<file path="config.mk">
export PLATFORM = sky130hd
export DESIGN_NAME = serial_wide_adder
export DESIGN_NICKNAME = d
export VERILOG_FILES = /design/src/rtl/alu_pkg.sv /design/src/rtl/op_suma.sv /design/src/rtl/serial_wide_adder.sv
export SDC_FILE = /design/constraint.sdc
export NUM_CORES = 1
export LEC_CHECK = 0
export BUFFER_PORTS_ARGS = -buffer_cell sky130_fd_sc_hd__buf_2
export CAP_MARGIN = 15
export CORE_MARGIN = 10
export CORE_UTILIZATION = 25
export DETAILED_ROUTE_END_ITERATION = 6
export HOLD_SLACK_MARGIN = 0.08
export SYNTH_ARGS = -nofsm -noshare
export SYNTH_HDL_FRONTEND = slang
export SYNTH_SLANG_ARGS = --single-unit
export TNS_END_PERCENT = 5
</file>
<file path="constraint.sdc">
create_clock -name clk -period 10.6 [get_ports clk]
set_input_delay 2.12 -clock clk [delete_from_list [all_inputs] [get_ports clk]]
set_output_delay 2.12 -clock clk [all_outputs]
set_load 0.05 [all_outputs]
</file>
<file path="src/rtl/alu_pkg.sv">
// alu_pkg
//   Shared types and constants for the ALU datapath blocks.
//   - swa_state_t     : control states of the serial wide adder
//   - SLICE_W_DEFAULT : default slice width of the serial wide adder
package alu_pkg;

  typedef enum logic [1:0] {
    S_IDLE,
    S_RUN,
    S_DONE
  } swa_state_t;

  localparam int SLICE_W_DEFAULT = 4;

endpackage : alu_pkg

</file>
<file path="src/rtl/op_suma.sv">
// OpSuma
//   N-bit ripple-carry slice adder: Sum = A + B + Cin.
//   Ports:
//     A, B  in  N  addends
//     Cin   in  1  carry into bit 0
//     Sum   out N  sum bits
//     Cout  out 1  carry out of bit N-1
//     v     out 1  signed overflow of this slice taken on its own
module OpSuma #(
  parameter int N = 4
) (
  input  logic [N-1:0] A,
  input  logic [N-1:0] B,
  input  logic         Cin,
  output logic [N-1:0] Sum,
  output logic         Cout,
  output logic         v
);

  always_comb begin
    logic [N:0] c;
    // NOTE: every combinational output gets a value before any branch or loop
    // touches it, so no path can leave it unassigned and infer a latch.
    c   = '0;
    Sum = '0;
    c[0] = Cin;
    for (int i = 0; i < N; i++) begin
      Sum[i]   = A[i] ^ B[i] ^ c[i];
      c[i + 1] = (A[i] & B[i]) | (c[i] & (A[i] ^ B[i]));
    end
    Cout = c[N];
    // Overflow: carry into the sign bit differs from carry out of it.
    v    = c[N] ^ c[N - 1];
  end

endmodule : OpSuma

</file>
<file path="src/rtl/serial_wide_adder.sv">
// serial_wide_adder
//   Adds two W-bit operands (W = N*WORDS) by passing one N-bit slice per
//   cycle, LSB slice first, through a single OpSuma slice adder. The carry
//   out of each slice is registered and fed into the next slice.
//   Ports:
//     clk    in   1  rising-edge clock
//     rst_n  in   1  synchronous active-low reset
//     start  in   1  request, accepted while ready=1
//     a, b   in   W  operands, captured on the accepting edge
//     cin    in   1  carry into slice 0, captured on the accepting edge
//     ready  out  1  idle or done; a start is accepted
//     busy   out  1  slices being processed
//     done   out  1  one-cycle pulse, result valid
//     sum    out  W  result, held until the next done
//     cout   out  1  carry out of the top slice
//     v      out  1  signed overflow of the full-width add
//     z      out  1  result is zero
module serial_wide_adder
  import alu_pkg::*;
#(
  parameter int N     = SLICE_W_DEFAULT,
  parameter int WORDS = 4
) (
  input  logic               clk,
  input  logic               rst_n,
  input  logic               start,
  input  logic [N*WORDS-1:0] a,
  input  logic [N*WORDS-1:0] b,
  input  logic               cin,
  output logic               ready,
  output logic               busy,
  output logic               done,
  output logic [N*WORDS-1:0] sum,
  output logic               cout,
  output logic               v,
  output logic               z
);

  localparam int W  = N * WORDS;
  localparam int KW = (WORDS > 1) ? $clog2(WORDS) : 1;
  localparam logic [KW-1:0] K_LAST = KW'(WORDS - 1);

  swa_state_t    state, state_nx;
  logic [KW-1:0] k;
  logic [W-1:0]  a_q, b_q;
  logic          cin_q;
  logic          carry_q;
  logic [W-1:0]  acc_q;      // working sum, built up slice by slice

  logic [N-1:0]  slice_a, slice_b, slice_sum;
  logic          slice_cin, slice_cout;
  logic [W-1:0]  merged_sum; // acc_q with the current slice result inserted
  logic          accept;

  assign ready  = (state != S_RUN);
  assign busy   = (state == S_RUN);
  assign done   = (state == S_DONE);
  assign accept = ready && start;

  always_comb begin
    slice_a   = a_q[k*N +: N];
    slice_b   = b_q[k*N +: N];
    // Slice 0 takes the captured carry-in; later slices take the chained carry.
    slice_cin = (k == '0) ? cin_q : carry_q;
  end

  always_comb begin
    merged_sum             = acc_q;
    merged_sum[k*N +: N]   = slice_sum;
  end

  OpSuma #(.N(N)) u_slice (
    .A    (slice_a),
    .B    (slice_b),
    .Cin  (slice_cin),
    .Sum  (slice_sum),
    .Cout (slice_cout),
    .v    ()
  );

  always_comb begin
    state_nx = state;
    unique case (state)
      S_IDLE:  if (start) state_nx = S_RUN;
      S_RUN:   if (k == K_LAST) state_nx = S_DONE;
      S_DONE:  state_nx = start ? S_RUN : S_IDLE;
      default: state_nx = S_IDLE;
    endcase
  end

  always_ff @(posedge clk) begin
    // NOTE: sequential state uses non-blocking assignments so every register
    // samples pre-edge values, independent of statement order.
    if (!rst_n) begin
      state   <= S_IDLE;
      k       <= '0;
      carry_q <= 1'b0;
      acc_q   <= '0;
      sum     <= '0;
      cout    <= 1'b0;
      v       <= 1'b0;
      z       <= 1'b0;
      // NOTE: the operand copies are deliberately not reset; they are only
      // read in RUN, which is always entered through an accept that loads them.
    end else begin
      state <= state_nx;
      if (accept) begin
        a_q   <= a;
        b_q   <= b;
        cin_q <= cin;
        k     <= '0;
        acc_q <= '0;
      end else if (state == S_RUN) begin
        acc_q   <= merged_sum;
        carry_q <= slice_cout;
        if (k == K_LAST) begin
          // Publish the result only now, so the previous result stays
          // visible for the whole of a back-to-back run.
          sum  <= merged_sum;
          cout <= slice_cout;
          v    <= (a_q[W-1] == b_q[W-1]) && (merged_sum[W-1] != a_q[W-1]);
          z    <= (merged_sum == '0);
        end else begin
          k <= k + 1'b1;
        end
      end
    end
  end

endmodule : serial_wide_adder

</file>
==> results.cfg, run 1 <==
[floorplanning]
start_util = 0.255
dieArea_sq_mm = 0.0177
boundaryPins = 58
core-area_sq_mm = 0.0126
die_h_microns = 133
floorplan.die.width_microns = 133
num_rows = 41

[placed_design]
post-place-ws_ns = 6.32
hpwl_microns = 5360
portBuffers = 57
gp_congestion = 0.872
place_inst = 481

[clock_tree]
cts_tree = built
htree_levels = 3
cts_resized = 0
clkTransAtPathRegs_ns = 0.05
post_cts_buffers = 0
clk_latency_ns = 0.34
cts-root-buf = clkbuf_16
clockBufferDepth = 2
ctsHoldBuffers = 0
cts_buffers = 9
cts.sinks = 73

[worst_setup_path]
crit_type = reg2reg
reg2reg_slack_ns = 6.36
end_kind = register
crit_fanout = 18
critPathLaunchType = register
arrival_ns = 4.51
timing.rr.end = z$_SDFFE_PN0P_
r2r_cells = 15
worst_ep_required_time_ns = 10.87
reg2reg_from = k[0]$_SDFFE_PP0P_

[yosys]
avgSynthCellArea_sq_um = 12.0
synth_edf_count = 33
synthesis.nets = 313
synth_seq_area_share = 0.560
syn_area_sq_mm = 0.00320
yosys_warnings = 0
yosys_register_bits = 73
synth_flop_cell = dfxtp_1
synthCells = 267
yosysUniqueCellTypes = 42
async_reset_ff_frac = 0

[final_layout]
final_cell_mix = 57 x buf_2, 40 x dfxtp_1, 33 x edfxtp_1
multi_input_area_sq_mm = 0.00128
layout_commonest_cell = buf_2
drive_gt1_frac = 0.277
utilization = 0.312
num_antenna_cells = 0
num-fill-cells = 1281
layout.area.seq_sq_mm = 0.00179
syn2layout_area_growth_pct = 22.6
nNetsFinal = 366
final_cells = 497

[sta]
hold_slack_ns = 0.456
setup_viol = 0
min_period_ns = 4.24
rsz0062_at_grt = false
slew_violations = 0
setup_ws_ns = 6.36
max-slew-margin-rel = 0.392
final.setup.tns_ns = 0
max_freq_mhz = 236
tightest_slew_ns = 0.910
hold_viol = 0
finalCritPeriodShare = 0.400
final.setup_skew_ns = 0.00907

[route]
remaining_drc_errors = 0
top_layer_used = met4
drtIter0Drc = 109
num_vias = 2212
wl_microns = 7280
vias_per_cell = 4.45
drt-met1-wl_microns = 3000
antenna_left = 0
route.met2.wl_microns = 3730
wl_met3_microns = 413
dr.pass1.iters = 4
wl_per_cell_microns = 14.6

[hold_path]
hold_end = acc_q[8]$_SDFFE_PP0P_
holdPathStages = 2
hold_path_class = reg2reg
worstHoldStart = acc_q[8]$_SDFFE_PP0P_

[power]
power_density_mw_per_mm2 = 171
irDropWorstVdd_v = 0.000107
power_leakage_uw = 0.00171

[status]
status = finished, final reports clean

[global_route]
antenna_found_initial = 0
grt_max_degree = 37
grt_pass1_wl_microns = 12000
grt_pass1_vias = 2362
track_usage = 0.0854
grt-ovfl-total = 0

[flow_run]
max_cap_violations = 0
layout make-up:
cell class                 instances  area share
sequential                        73       0.456
multi-input combinational        164       0.325
timing repair buffer              59      0.0765
clock buffer                      10      0.0583
tap                              172      0.0548
clock inverter                     6      0.0153
inverter                          13      0.0131
cells in the mapped netlist, types with 6 or more instances:
cell type / instances / area, sq um
ha_1: 6 / 75.1
edfxtp_1: 33 / 991
a211oi_1: 14 / 105
clkbuf_1: 8 / 30.0
dfxtp_1: 40 / 801
a31oi_1: 12 / 75.1
buf_2: 6 / 30.0
nand2_1: 27 / 101
nor2b_1: 12 / 75.1
and2b_1: 7 / 52.6
inv_1: 12 / 45.0
nor2_1: 21 / 78.8
o211a_1: 16 / 160
mux4_2: 8 / 180
how the worst max path moves through the flow:
stage	slack (ns)	end	from	cells past startpoint
2_1_floorplan	6.87	z$_SDFFE_PN0P_	k[0]$_SDFFE_PP0P_	17
3_3_place_gp	6.46	z$_SDFFE_PN0P_	k[0]$_SDFFE_PP0P_	15
3_5_place_dp	6.32	z$_SDFFE_PN0P_	k[0]$_SDFFE_PP0P_	15
4_1_cts	6.31	z$_SDFFE_PN0P_	k[0]$_SDFFE_PP0P_	15
5_1_grt	5.97	z$_SDFFE_PN0P_	k[0]$_SDFFE_PP0P_	15
6_report	6.36	z$_SDFFE_PN0P_	k[0]$_SDFFE_PP0P_	15
state kept, by name, indices dropped and copies added (netlist names):
register,flops
acc_q,16
sum,16
a_q,16
z,1
cout,1
state,2
carry_q,1
v,1
k,2
b_q,16
cin_q,1
worst max-delay path: stages, from the launching register on:
cell and delay (ns):
dfxtp_1 0.91, inv_1 0.20, ha_1 0.37, mux2i_1 0.17, fa_1 0.36, inv_1 0.07
fa_1 0.15, inv_1 0.05, fa_1 0.35, inv_1 0.07, fa_1 0.42, nor2b_2 0.20
a31oi_1 0.30, nand4_1 0.16, nor3_1 0.19, a41o_1 0.20
stage by stage:
step / area [sq um] / total power, uW
6_report: 3930 / 672
5_1_grt: 3930 / 703
4_1_cts: 3930 / 679
3_5_place_dp: 3640 / 389
3_3_place_gp: 3640 / 388
2_1_floorplan: 3200 / 367
logic make-up after synthesis:
family                     count (synthesis)  share of synthesized area
AOI/OAI and AO/OA                         56                      0.143
DFF                                       73                      0.560
and+or+nand+nor                           86                      0.139
adders and majority gates                 10                     0.0485
muxes                                     11                     0.0657
buffers and inverters                     30                     0.0410
xor gates and xnor gates                   1                    0.00274
layer usage:
layer,up-vias,global-route usage
met5,-,0
met4,0,0.0417
met3,13,0.0327
met2,54,0.144
met1,1064,0.0919
li1,1081,-
where the power goes:
part	switching, uW	internal [uW]	total, uW
logic	43.3	28.7	72.0
registers	5.94	305	311
clock network	108	181	289
total	157	515	672
(Power assumes the default switching activity.)
==> inputs of run 2 (changes only) <==
--- a/config.mk
+++ b/config.mk
@@ -5,6 +5,7 @@
 export SDC_FILE = /design/constraint.sdc
 export NUM_CORES = 1
 export LEC_CHECK = 0
+export ABC_AREA = 1
 export BUFFER_PORTS_ARGS = -buffer_cell sky130_fd_sc_hd__buf_2
 export CAP_MARGIN = 15
 export CORE_MARGIN = 10
==> constraint.sdc (replaced) <==
create_clock -name clk -period 3.8 [get_ports clk]
set_input_delay 0.76 -clock clk [delete_from_list [all_inputs] [get_ports clk]]
set_output_delay 0.76 -clock clk [all_outputs]
set_load 0.05 [all_outputs]
==> run 2 against run 1 <==
  * Clock skew shrank 0.0036 ns
  * Synthesized cell count grew 37%
  * Total power grew to 3.0 times the previous value
  * Sequential share of layout area shrank 1.1 points
  * Routed wire length grew 6.4%
  * Final cell count grew 22%
  * Non-clock buffer count grew 6
  * Critical path type unchanged
==> results.cfg, run 2 <==
[worst_setup_path]
reg2reg_from = k[1]$_SDFFE_PP0P_
end_kind = register
critPathLaunchType = register
crit_fanout = 9
crit_type = reg2reg
r2r_cells = 18
timing.rr.end = z$_SDFFE_PN0P_
arrival_ns = 3.67
worst_ep_required_time_ns = 4.06
reg2reg_slack_ns = 0.39

[global_route]
use_met3 = 0.0380
grt.busiest_layer = met2
grt_pass1_vias = 2488
grt_max_degree = 34
antenna_found_initial = 0
grt-ovfl-total = 0
use_met2 = 0.123
track_usage = 0.0891
grt_pass1_wl_microns = 12800
grt_use_met1 = 0.119

[route]
num_vias = 2603
antenna_left = 0
wl_per_cell_microns = 12.8
remaining_drc_errors = 0
drtIter0Drc = 216
wl_microns = 7750
vias_per_cell = 4.31
dr.pass1.iters = 4

[yosys]
syn_area_sq_mm = 0.00322
synth_flop_cell = dfxtp_1
yosys_register_bits = 73
yosysUniqueCellTypes = 30
synthesis.nets = 411
synth.most_common_cell = nand2_1
synth_seq_area_share = 0.557
yosys-top-cells-count = 73 x nand2_1, 50 x nor2_1, 47 x inv_1, 40 x dfxtp_1, 33 x edfxtp_1
synth.area.top_cells = edfxtp_1 31%, dfxtp_1 25%, nand2_1 8.5%
synthCells = 365
async_reset_ff_frac = 0
synth_edf_count = 33
synth_top_area_cell = edfxtp_1
yosys.area.top_type_share = 0.308
yosys_warnings = 0
avgSynthCellArea_sq_um = 8.82

[clock_tree]
post_cts_buffers = 0
cts-root-buf = clkbuf_16
clockBufferDepth = 2
cts_buffers = 9
htree_levels = 3
cts.sinks = 73
clk_latency_ns = 0.33
ctsHoldBuffers = 0
cts_tree = built
clkTransAtPathRegs_ns = 0.06
cts_resized = 0

[final_layout]
layout_commonest_cell = nand2_1
num_antenna_cells = 0
drive_gt1_frac = 0.204
utilization = 0.319
num-fill-cells = 1331
nNetsFinal = 473
final_cell_mix = 73 x nand2_1, 57 x buf_2, 50 x nor2_1
final_cells = 604
syn2layout_area_growth_pct = 25.1

[sta]
hold_viol = 0
final.setup.tns_ns = 0
min_period_ns = 3.41
setup_ws_ns = 0.390
slew_violations = 0
max-slew-margin-rel = 0.447
tightest_slew_ns = 0.830
finalCritPeriodShare = 0.897
setup_viol = 0
max_freq_mhz = 293
final.setup_skew_ns = 0.00549
rsz0062_at_grt = false

[placed_design]
place_inst = 588
post-place-ws_ns = 0.400
gp_congestion = 0.842
hpwl_microns = 5930
portBuffers = 57

[hold_path]
worstHoldStart = v$_SDFFE_PN0P_
hold_path_class = reg2reg
holdPathStages = 2
hold_end = v$_SDFFE_PN0P_

[power]
irDropWorstVdd_v = 0.000254
total_power_uw = 1990
power_density_mw_per_mm2 = 493
power_leakage_uw = 0.00187

[flow_run]
max_cap_violations = 0

[floorplanning]
num_rows = 41
die_h_microns = 133
boundaryPins = 58
start_util = 0.255
floorplan.die.width_microns = 133
dieArea_sq_mm = 0.0178
core-area_sq_mm = 0.0126

[status]
status = finished, final reports clean
run 2: changes by cell type in the layout (fill, tap and decap cells not counted), sizes merged, moves of 4 or more:
cell and change:
a211oi -13, a21oi +18, a31oi -14, a32o +4, and2b -8, buf +6
inv +37, mux4 -8, nand2 +47, nand3 +19, nor2 +32, nor2b -14
o211a -16, o21ai +28
run 2: metrics by stage:
stage                     hold WS [ns]  cell area (sq um)
final                            0.468               4030
after global routing             0.491               4030
after CTS                        0.465               4030
after detailed placement         0.456               3710
after global placement           0.456               3710
after floorplan                  0.444               3220
run 2: area by class of cell:
class	instances	area, sq um	share of cell area
Clock buffer	12	268	0.0665
Clock inverter	4	48.8	0.0121
Inverter	49	184	0.0457
Multi-Input combinational cell	229	1170	0.291
Sequential cell	73	1790	0.445
Tap cell	172	215	0.0535
Timing Repair Buffer	65	345	0.0858
run 2: worst max-delay path, cell delays in order, from the launching register on:
cell	delay [ns]
dfxtp_1	0.30
inv_1	0.18
buf_4	0.20
a21oi_1	0.05
a32o_1	0.23
fa_1	0.41
inv_1	0.07
fa_1	0.15
inv_1	0.05
fa_1	0.37
inv_1	0.08
fa_1	0.45
nand3_1	0.12
nor2_1	0.05
nor2_1	0.22
nand3_1	0.11
nor2_1	0.11
nand3_1	0.07
a21oi_1	0.12
run 2: logic make-up after synthesis:
group                      count (synthesis)  share of synthesized area
and+or+nand+nor                          155                      0.200
DFF                                       73                      0.557
AOI/OAI and AO/OA                         63                      0.112
buffers and inverters                     63                     0.0805
adders and majority gates                 10                     0.0482
muxes                                      1                    0.00311
run 2: worst max-delay path by stage:
stage                                startpoint          endpoint  slack, ns
after floorplan           state[1]$_SDFFE_PN0P_  a_q[0]$_DFFE_PP_       0.15
after detailed placement      k[1]$_SDFFE_PP0P_    z$_SDFFE_PN0P_       0.40
after global placement        k[1]$_SDFFE_PP0P_    z$_SDFFE_PN0P_       0.47
after global routing          k[1]$_SDFFE_PP0P_    z$_SDFFE_PN0P_       0.06
after CTS                     k[1]$_SDFFE_PP0P_    z$_SDFFE_PN0P_       0.39
final                         k[1]$_SDFFE_PP0P_    z$_SDFFE_PN0P_       0.39
run 2: per-layer routing:
layer | part of all wire | vias up | wire, microns
met3 | 0.083 | 6 | 641
li1 | - | 1310 | -
met2 | 0.42 | 100 | 3250
met4 | 0.011 | 0 | 87
met1 | 0.49 | 1187 | 3770
met5 | 0 | - | 0
run 2: where the power goes:
group	total, uW	internal (uW)	switching, uW
clock network	876	565	311
registers	864	853	11.3
logic	246	86.9	159
total	1990	1500	482
